<file path="src/rtl/cpu_pkg.sv">
// Shared definitions for the lab CPU instruction side: instruction layout,
// opcode/ALU constants and the issuer state encoding.
package cpu_pkg;

  localparam int INSTR_W = 16;

  localparam logic [2:0] OP_MOV = 3'b110;
  localparam logic [2:0] OP_ALU = 3'b101;

  localparam logic [1:0] ALU_ADD = 2'b00;
  localparam logic [1:0] ALU_CMP = 2'b01;
  localparam logic [1:0] ALU_AND = 2'b10;
  localparam logic [1:0] ALU_MVN = 2'b11;

  typedef enum logic [2:0] {
    IDLE,
    LOAD,
    ISSUE,
    CHECK,
    BUSY,
    NEXT
  } issuer_state_t;

endpackage

</file>
<file path="src/rtl/instr_issuer_if.sv">
// Start/waiting handshake between the instruction issuer and the datapath controller.
interface instr_issuer_if;
  import cpu_pkg::*;

  logic [INSTR_W-1:0] instr;
  logic               start;
  logic               waiting;

  modport master (output instr, output start, input waiting);
  modport slave  (input instr, input start, output waiting);

endinterface

</file>
<file path="src/rtl/instr_issuer_prog_mem.sv">
// Program buffer: one write port, registered read port feeding instr directly.
module prog_mem
  import cpu_pkg::*;
#(
  parameter int DEPTH = 16,
  parameter int AW    = $clog2(DEPTH)
) (
  input  logic               clk,
  input  logic               rst,
  input  logic               we,
  input  logic [AW-1:0]      waddr,
  input  logic [INSTR_W-1:0] wdata,
  input  logic               re,
  input  logic [AW-1:0]      raddr,
  output logic [INSTR_W-1:0] rdata
);

  logic [INSTR_W-1:0] mem [DEPTH];

  always_ff @(posedge clk) begin
    if (we) mem[waddr] <= wdata;
  end

  // Storage is never cleared; only the read register resets so instr starts at 0.
  always_ff @(posedge clk or posedge rst) begin
    if (rst)     rdata <= '0;
    else if (re) rdata <= mem[raddr];
  end

endmodule

</file>
<file path="src/rtl/instr_issuer.sv">
// Issues buffered instructions to the datapath controller over start/waiting,
// flagging refused instructions and runs that hang past the watchdog limit.
module instr_issuer
  import cpu_pkg::*;
#(
  parameter int DEPTH   = 16,
  parameter int AW      = $clog2(DEPTH),
  parameter int TIMEOUT = 15
) (
  input  logic               clk,
  input  logic               rst,
  input  logic               prog_we,
  input  logic [AW-1:0]      prog_addr,
  input  logic [INSTR_W-1:0] prog_data,
  input  logic               go,
  input  logic [AW:0]        len,
  instr_issuer_if.master     ctrl,
  output logic               busy,
  output logic               done,
  output logic [AW-1:0]      pc,
  output logic               err_reject,
  output logic               err_timeout
);

  localparam int WW = $clog2(TIMEOUT + 1);

  issuer_state_t state, state_d;
  logic [AW:0]   len_q;
  logic [AW:0]   issued;
  logic [WW-1:0] wd;
  logic          start_d;
  logic          last;
  logic          wd_expired;

  assign last       = (issued + 1'b1) == len_q;
  assign wd_expired = wd == WW'(TIMEOUT - 1);
  assign busy       = state != IDLE;

  prog_mem #(.DEPTH(DEPTH), .AW(AW)) u_mem (
    .clk   (clk),
    .rst   (rst),
    .we    (prog_we && state == IDLE),
    .waddr (prog_addr),
    .wdata (prog_data),
    .re    (state == LOAD),
    .raddr (pc),
    .rdata (ctrl.instr)
  );

  // The completion check happens on leaving CHECK/BUSY: the final instruction
  // returns straight to IDLE so done lands the cycle after the controller finishes.
  always_comb begin
    state_d = state;
    start_d = 1'b0;
    case (state)
      IDLE:  if (go && len != '0) state_d = LOAD;
      LOAD:  begin
        state_d = ISSUE;
        start_d = ctrl.waiting;
      end
      ISSUE: begin
        if (ctrl.start && ctrl.waiting) state_d = CHECK;
        else                            start_d = ctrl.waiting;
      end
      CHECK: begin
        if (ctrl.waiting) state_d = last ? IDLE : NEXT;
        else              state_d = BUSY;
      end
      BUSY: begin
        if (ctrl.waiting)    state_d = last ? IDLE : NEXT;
        else if (wd_expired) state_d = IDLE;
      end
      NEXT:    state_d = LOAD;
      default: state_d = IDLE;
    endcase
  end

  always_ff @(posedge clk or posedge rst) begin
    if (rst) begin
      state       <= IDLE;
      ctrl.start  <= 1'b0;
      done        <= 1'b0;
      pc          <= '0;
      err_reject  <= 1'b0;
      err_timeout <= 1'b0;
      len_q       <= '0;
      issued      <= '0;
      wd          <= '0;
    end else begin
      state      <= state_d;
      ctrl.start <= start_d;
      done       <= 1'b0;
      case (state)
        IDLE: if (go) begin
          len_q       <= len;
          pc          <= '0;
          issued      <= '0;
          err_reject  <= 1'b0;
          err_timeout <= 1'b0;
          done        <= len == '0;
        end
        CHECK: begin
          wd <= '0;
          if (ctrl.waiting) begin
            err_reject <= 1'b1;
            issued     <= issued + 1'b1;
            done       <= last;
          end
        end
        BUSY: begin
          if (ctrl.waiting) begin
            issued <= issued + 1'b1;
            done   <= last;
          end else if (wd_expired) begin
            err_timeout <= 1'b1;
            done        <= 1'b1;
          end else begin
            wd <= wd + 1'b1;
          end
        end
        NEXT:    pc <= pc + 1'b1;
        default: ;
      endcase
    end
  end

endmodule

</file>
<file path="src/flat_wrapper.sv">
// flat-port wrapper written by rule: the top's interface ports become plain ports
module instr_issuer_flat import cpu_pkg::*;
#(
  parameter int DEPTH   = 16,
  parameter int AW      = $clog2(DEPTH),
  parameter int TIMEOUT = 15
)
  (clk, rst, prog_we, prog_addr, prog_data, go, len, busy, done, pc, err_reject, err_timeout, ctrl_instr, ctrl_start, ctrl_waiting);
  instr_issuer_if ctrl_i ();
  input  logic clk;
  input  logic rst;
  input  logic prog_we;
  input  logic [AW-1:0] prog_addr;
  input  logic [INSTR_W-1:0] prog_data;
  input  logic go;
  input  logic [AW:0] len;
  output logic busy;
  output logic done;
  output logic [AW-1:0] pc;
  output logic err_reject;
  output logic err_timeout;
  output wire logic [$bits(ctrl_i.instr)-1:0] ctrl_instr;
  output wire logic [$bits(ctrl_i.start)-1:0] ctrl_start;
  input wire logic [$bits(ctrl_i.waiting)-1:0] ctrl_waiting;
  assign ctrl_instr = ctrl_i.instr;
  assign ctrl_start = ctrl_i.start;
  assign ctrl_i.waiting = ctrl_waiting;
  instr_issuer #(.DEPTH(DEPTH), .AW(AW), .TIMEOUT(TIMEOUT)) u_core (.clk(clk), .rst(rst), .prog_we(prog_we), .prog_addr(prog_addr), .prog_data(prog_data), .go(go), .len(len), .ctrl(ctrl_i), .busy(busy), .done(done), .pc(pc), .err_reject(err_reject), .err_timeout(err_timeout));
endmodule
</file>
<file path="config.mk">
export PLATFORM = sky130hd
export DESIGN_NAME = instr_issuer_flat
export DESIGN_NICKNAME = d
export VERILOG_FILES = /design/src/rtl/cpu_pkg.sv /design/src/rtl/instr_issuer_if.sv /design/src/rtl/instr_issuer_prog_mem.sv /design/src/rtl/instr_issuer.sv /design/src/flat_wrapper.sv
export SDC_FILE = /design/constraint.sdc
export NUM_CORES = 1
export LEC_CHECK = 0
export ABC_AREA = 0
export CAP_MARGIN = 20
export CORE_AREA = 2 2 151 153
export CTS_CLUSTER_SIZE = 24
export DETAILED_ROUTE_END_ITERATION = 16
export DIE_AREA = 0 0 153 155
export GPL_TIMING_DRIVEN = 0
export PLACE_DENSITY = 0.8
export SETUP_SLACK_MARGIN = 0.4
export SLEW_MARGIN = 15
export SYNTH_ARGS = -nofsm -noshare
export SYNTH_HDL_FRONTEND = slang
export SYNTH_SLANG_ARGS = --single-unit
</file>
<file path="constraint.sdc">
create_clock -name clk -period 2.5 [get_ports clk]
set_input_delay 0.5 -clock clk [delete_from_list [all_inputs] [get_ports clk]]
set_output_delay 0.5 -clock clk [all_outputs]
set_load 0.05 [all_outputs]
</file>
### Yosys cells after proc, flatten, opt, wreduce, memory -nomap -nowiden

Memory sizes are Yosys's and may differ from the RTL's. A register that Yosys moved wholly into a read port is not among the register bits.
Cells that the tools add are included.

* add/subtract/negate cells: 3
* multiplexer cells: 30
* reduce and logical (&&, ||, !) cells: 20
* equality and inequality tests: 16

Operators with widths (number)
* two-way mux 3 bit: 6
* case mux 3 bit (6 select lines): 1
* case mux 4 bit (2 select lines): 2
* two-way mux 4 bit: 3
* AND reduction 3 bit: 4
* two-way mux 1 bit: 11
* two-way mux 5 bit: 2
* inequality test 2 bit (second input constant): 5
* case mux 5 bit (2 select lines): 1
* nonzero test 2 bit: 5
* adder 4 x 1 -> 4 bit (second input constant): 2
* equality test 3 x 2 -> 1 bit (second input constant): 2
* equality test 3 bit (second input constant): 2
* inequality test 2 x 1 -> 1 bit (second input constant): 3
* case mux 1 bit (2 select lines): 3
* adder 5 x 1 -> 5 bit (second input constant): 1
* equality test 5 bit: 1
* logical NOT 5 bit: 1
* nonzero test 5 bit: 1
* equality test 4 bit (second input constant): 1
* AND reduction 2 bit: 2
* AND reduction 4 bit: 1
* equality test 3 x 1 -> 1 bit (second input constant): 1
* logical AND 1 bit: 3
* 5 further kinds: 5

* bits in writable memories: 256
* register bits after elaboration: 25
* memories: 1
* input bits: 30
* logic and storage cells: 79
* output and inout port bits: 25

Memories
* u_core.u_mem.mem: words 16, width 16, rd ports 1, clocked after Yosys merged registers in 1, write ports 1, RTL line instr_issuer_prog_mem.sv:18 `logic [INSTR_W-1:0] mem [DEPTH];`

### Longest topological paths before layout

* word-level depth: 5
* depth in mapped cells: 8
* mapped depth without buffers: 7

### Cells and area by module

Synthesis repeated with hierarchy kept, for this count alone.

* cells, all modules: 593
* area total of the unflattened synthesis: 11871.4 um^2

By module, submodules not included
* prog_mem: cells an instance 453, seq. area each 8087.8 um^2, times used 1, area an instance 10467.5 um^2
* instr_issuer: cells an instance 140, seq. area each 625.6 um^2, times used 1, area an instance 1403.8 um^2

### Worst setup path after synthesis

No wires, ideal clock.

* path kind: register to register
* start point: reg u_core.state[2]
* end point: mem u_core.u_mem.mem[0][0] (enable)
* path buffers: 1
* stages on the path, launching flop included: 6
* data required time: 2.091 ns
* period minus slack after synthesis: 2.800 ns
* library setup time: 0.409 ns
* setup slack: -0.300 ns
* arrival: 2.391 ns
* cell sequence: dfrtp_1 -> buf_2 -> nor3_1 -> nand2_1 -> or3_1 -> nor3_1

* word-level cells in the longest chain between the ends: 4

Ends and longest elaborated chain
* start, declared: RTL line instr_issuer.sv:27 `issuer_state_t state, state_d;`
* start signal, assigned: RTL line instr_issuer.sv:90 `state <= state_d;`
* logical NOT 3 bit: RTL line instr_issuer.sv:42 `.we (prog_we && state == IDLE),`
* logical AND 1 bit: RTL line instr_issuer.sv:42
* two-way mux 1 bit: RTL line instr_issuer_prog_mem.sv:21 `if (we) mem[waddr] <= wdata;`
* two-way mux 1 bit (implied by the code): RTL line instr_issuer_prog_mem.sv:21
* end, declared: RTL line instr_issuer_prog_mem.sv:18

No other way between the ends.

### Worst setup path in the final report

* start point: reg u_core.pc[3]
* end point: out pc[3]

RTL lines
* start, declared: RTL line instr_issuer.sv:20 `output logic [AW-1:0] pc,`
* start signal, assigned: RTL line instr_issuer.sv:121 `NEXT: pc <= pc + 1'b1;`
* end, declared: RTL line flat_wrapper.sv:19 `output logic [AW-1:0] pc;`

No word-level cell between the ends.

==> impl_metrics.toml <==
[global_route]
grt_pass1_vias = 6656
antenna_found_initial = 0
track_usage = 0.2371
grt_overflow = 0
grt_max_degree = 27
grt_pass1_wl_mm = 41.32

[timing]
slew_viol_final = 0
period_share = 0.8329
fmax_mhz = 480.3
rsz0062_at_grt = "true"
worstMarginPinSlew_ns = 0.6796
finalSetupViolCount = 0
skew_ns = 0.02059
worst_slew_margin_rel = 0.5470
hold_viol = 0
min_period_ns = 2.082

[cells_and_area]
seq_area_mm2 = 0.008715
syn2layout_area_growth_pct = 21.92
final_common_cell = "edfxtp_1"
n_antenna_cell = 0
fillCellCount = 1455
final_nets = 774
drive_gt1_frac = 0.2835
multi_input_area_mm2 = 0.003014
stdcell_count = 1047
final_cell_mix = "edfxtp_1 (256), mux4_2 (64), dfrtp_1 (40)"
fin_area_mm2 = 0.01434

[die]
std_cell_rows = 55
core-area_mm2 = 0.02223
die_area_mm2 = 0.02372
boundaryPins = 55
die_h_um = 155
initial_utilization = 0.5291
die_w_um = 153

[worst_hold_path]
min_path_type = "primary input to async pin"

[worst_setup_path]
critPathBufInv = 1
slowest_stage = "clkdlybuf4s15_1"
cp_data_required_time_ns = 2.00
startpoint = "u_core.pc[3]"
path_cells = "clkdlybuf4s15_1"
slowest_delay_ns = 0.55
arrival_ns = 1.58
reg2reg_from = "u_core.state[2]"
setup.worst_path.class = "flip-flop to output pin"
critPathLaunchType = "flip-flop"
cp_top_family = "buffers and inverters"
crit_fanout = 4
cp-end-kind = "output pin"

[synthesis]
ys_ff_latch = 297
yosysUniqueCellTypes = 43
yosys.area.top_type = "edfxtp_1"
yosysWarnings = 0
synth_nets = 648
netlist_instances = 614
syn_area_per_cell_um2 = 19.15
ys_top_cells_by_area = "edfxtp_1 (65%), mux4_2 (12%), dfrtp_1 (8.7%), mux2i_1 (2.2%), a21oi_1 (1.3%)"
ys_seq_area_frac = 0.7409
yosysTopAreaCellShare = 0.6537
synth-main-ff-cell = "edfxtp_1"
synth-edff-count = 256
synth-async-reset-ratio = 0.1380
netlist_area_mm2 = 0.01176

[power]
power_mw = 14.62
ir_worst_vdd_mv = 0.6174
leakage_nw = 4.797
power_per_cell_area_mw_per_mm2 = 1020

[flow_run]
maxCapViolations = 0

[drt]
drc_errors = 0
num_vias = 6510
wirelength_mm = 27.92
ant_nets = 0
viasPerCell = 6.218
drtPass1Iterations = 5
first_iter_violations = 875
wire_per_inst_um = 26.66

[cts]
cts_buffers = 29
clkLatencyLatePin_ns = 0.55
holdBufCountCts = 0
cts_max_path_buffers = 3
cts_root_buf = "clkbuf_16"
cts.htree.levels = 1
clk_pin_slew_ns = 0.06
cts_tree = "done"
clock-sinks = 297

[place]
dp.cells = 968
place_congestion = 0.8693
placed_cell_area_mm2 = 0.01298
hpwl_mm = 17.03
portBuffers = 53

[run_status]
status = "finished clean"
[kinds of logic after synthesis]
logic type | count (synthesis) | share of synthesized area
buffers and inverters | 37 | 0.01819
DFF | 297 | 0.7409
muxes | 103 | 0.1571
AOI/OAI and AO/OA | 68 | 0.03288
and+or+nand+nor | 94 | 0.03724
xor gates and xnor gates | 11 | 0.009362
adders and majority gates | 4 | 0.004256
[registers in the layout, indices dropped and copies added (netlist names)]
signal / flops
u_core.err_reject: 1
u_core.err_timeout: 1
u_core.len_q: 5
u_core.ctrl.start: 1
u_core.issued: 5
u_core.state: 3
u_core.pc: 4
u_core.u_mem.mem: 256
u_core.u_mem.rdata: 16
u_core.wd: 4
u_core.done: 1
[routing by layer]
metal / vias up / GRT usage / routed length [um]
met3: 69 / 0.05042 / 2257
met1: 3359 / 0.3211 / 10970
met5: - / 0 / 0
li1: 2716 / - / -
met4: 0 / 0.08686 / 983
met2: 366 / 0.3871 / 13710
[final timing paths]
path	cells after the start	slack, ns	to
worst max-delay path	1	0.42	pc[3]
worst min-delay path	2	0.24	u_core.ctrl.start
worst max register to register	7	0.43	u_core.u_mem.mem[1][1]
worst min register to register	2	0.51	u_core.u_mem.rdata[10]
max in group asynchronous	3	1.76	u_core.state[0]
min in group clk	3	0.42	u_core.done
[cell usage after synthesis (7+ instances only)]
cell type  number
a21oi_1        31
buf_2           9
buf_4           8
clkbuf_1        9
dfrtp_1        41
edfxtp_1      256
inv_1           7
mux2_2         13
mux2i_1        26
mux4_2         64
nand2_1        18
nand3_1         9
nor2_1         37
nor3_1          7
o21ai_0        16
o22ai_1         9
[power breakdown]
part	internal (mW)	switching, mW
clock network	2.66	1.77
logic	1.78	2.44
registers	5.72	0.244
total	10.2	4.46
[per-stage QoR]
step           hold slack [ns]  setup slack (ns)  setup TNS [ns]  utilization
6_report                0.2435            0.4178               0       0.6450
3_5_place_dp            0.5007           -0.3733          -35.24       0.5838
5_1_grt                 0.2661            0.3754               0       0.6450
4_1_cts                 0.2514            0.3435               0       0.6370
3_3_place_gp            0.4993           -0.9583         -189.81       0.5704
2_1_floorplan           0.5008            0.2118               0            -
[layout make-up]
cell class | instances | area share
clock buffers | 42 | 0.05681
well taps | 285 | 0.02487
clock inverters | 11 | 0.01091
plain buffers | 30 | 0.01597
multi-input cells | 280 | 0.2102
inverters | 7 | 0.001833
repair buffers | 95 | 0.07156
flip-flops and latches | 297 | 0.6078
[what timing repair did]
| item | 4_1_cts | 5_1_grt |
|---|---|---|
| gates resized for setup | 60 | 19 |
| endpoints found under the setup margin | 289 | 231 |
| pin swaps | 11 | 9 |
| buffers inserted | 14 | 12 |
No activity file was read; power rests on OpenSTA's default activity.
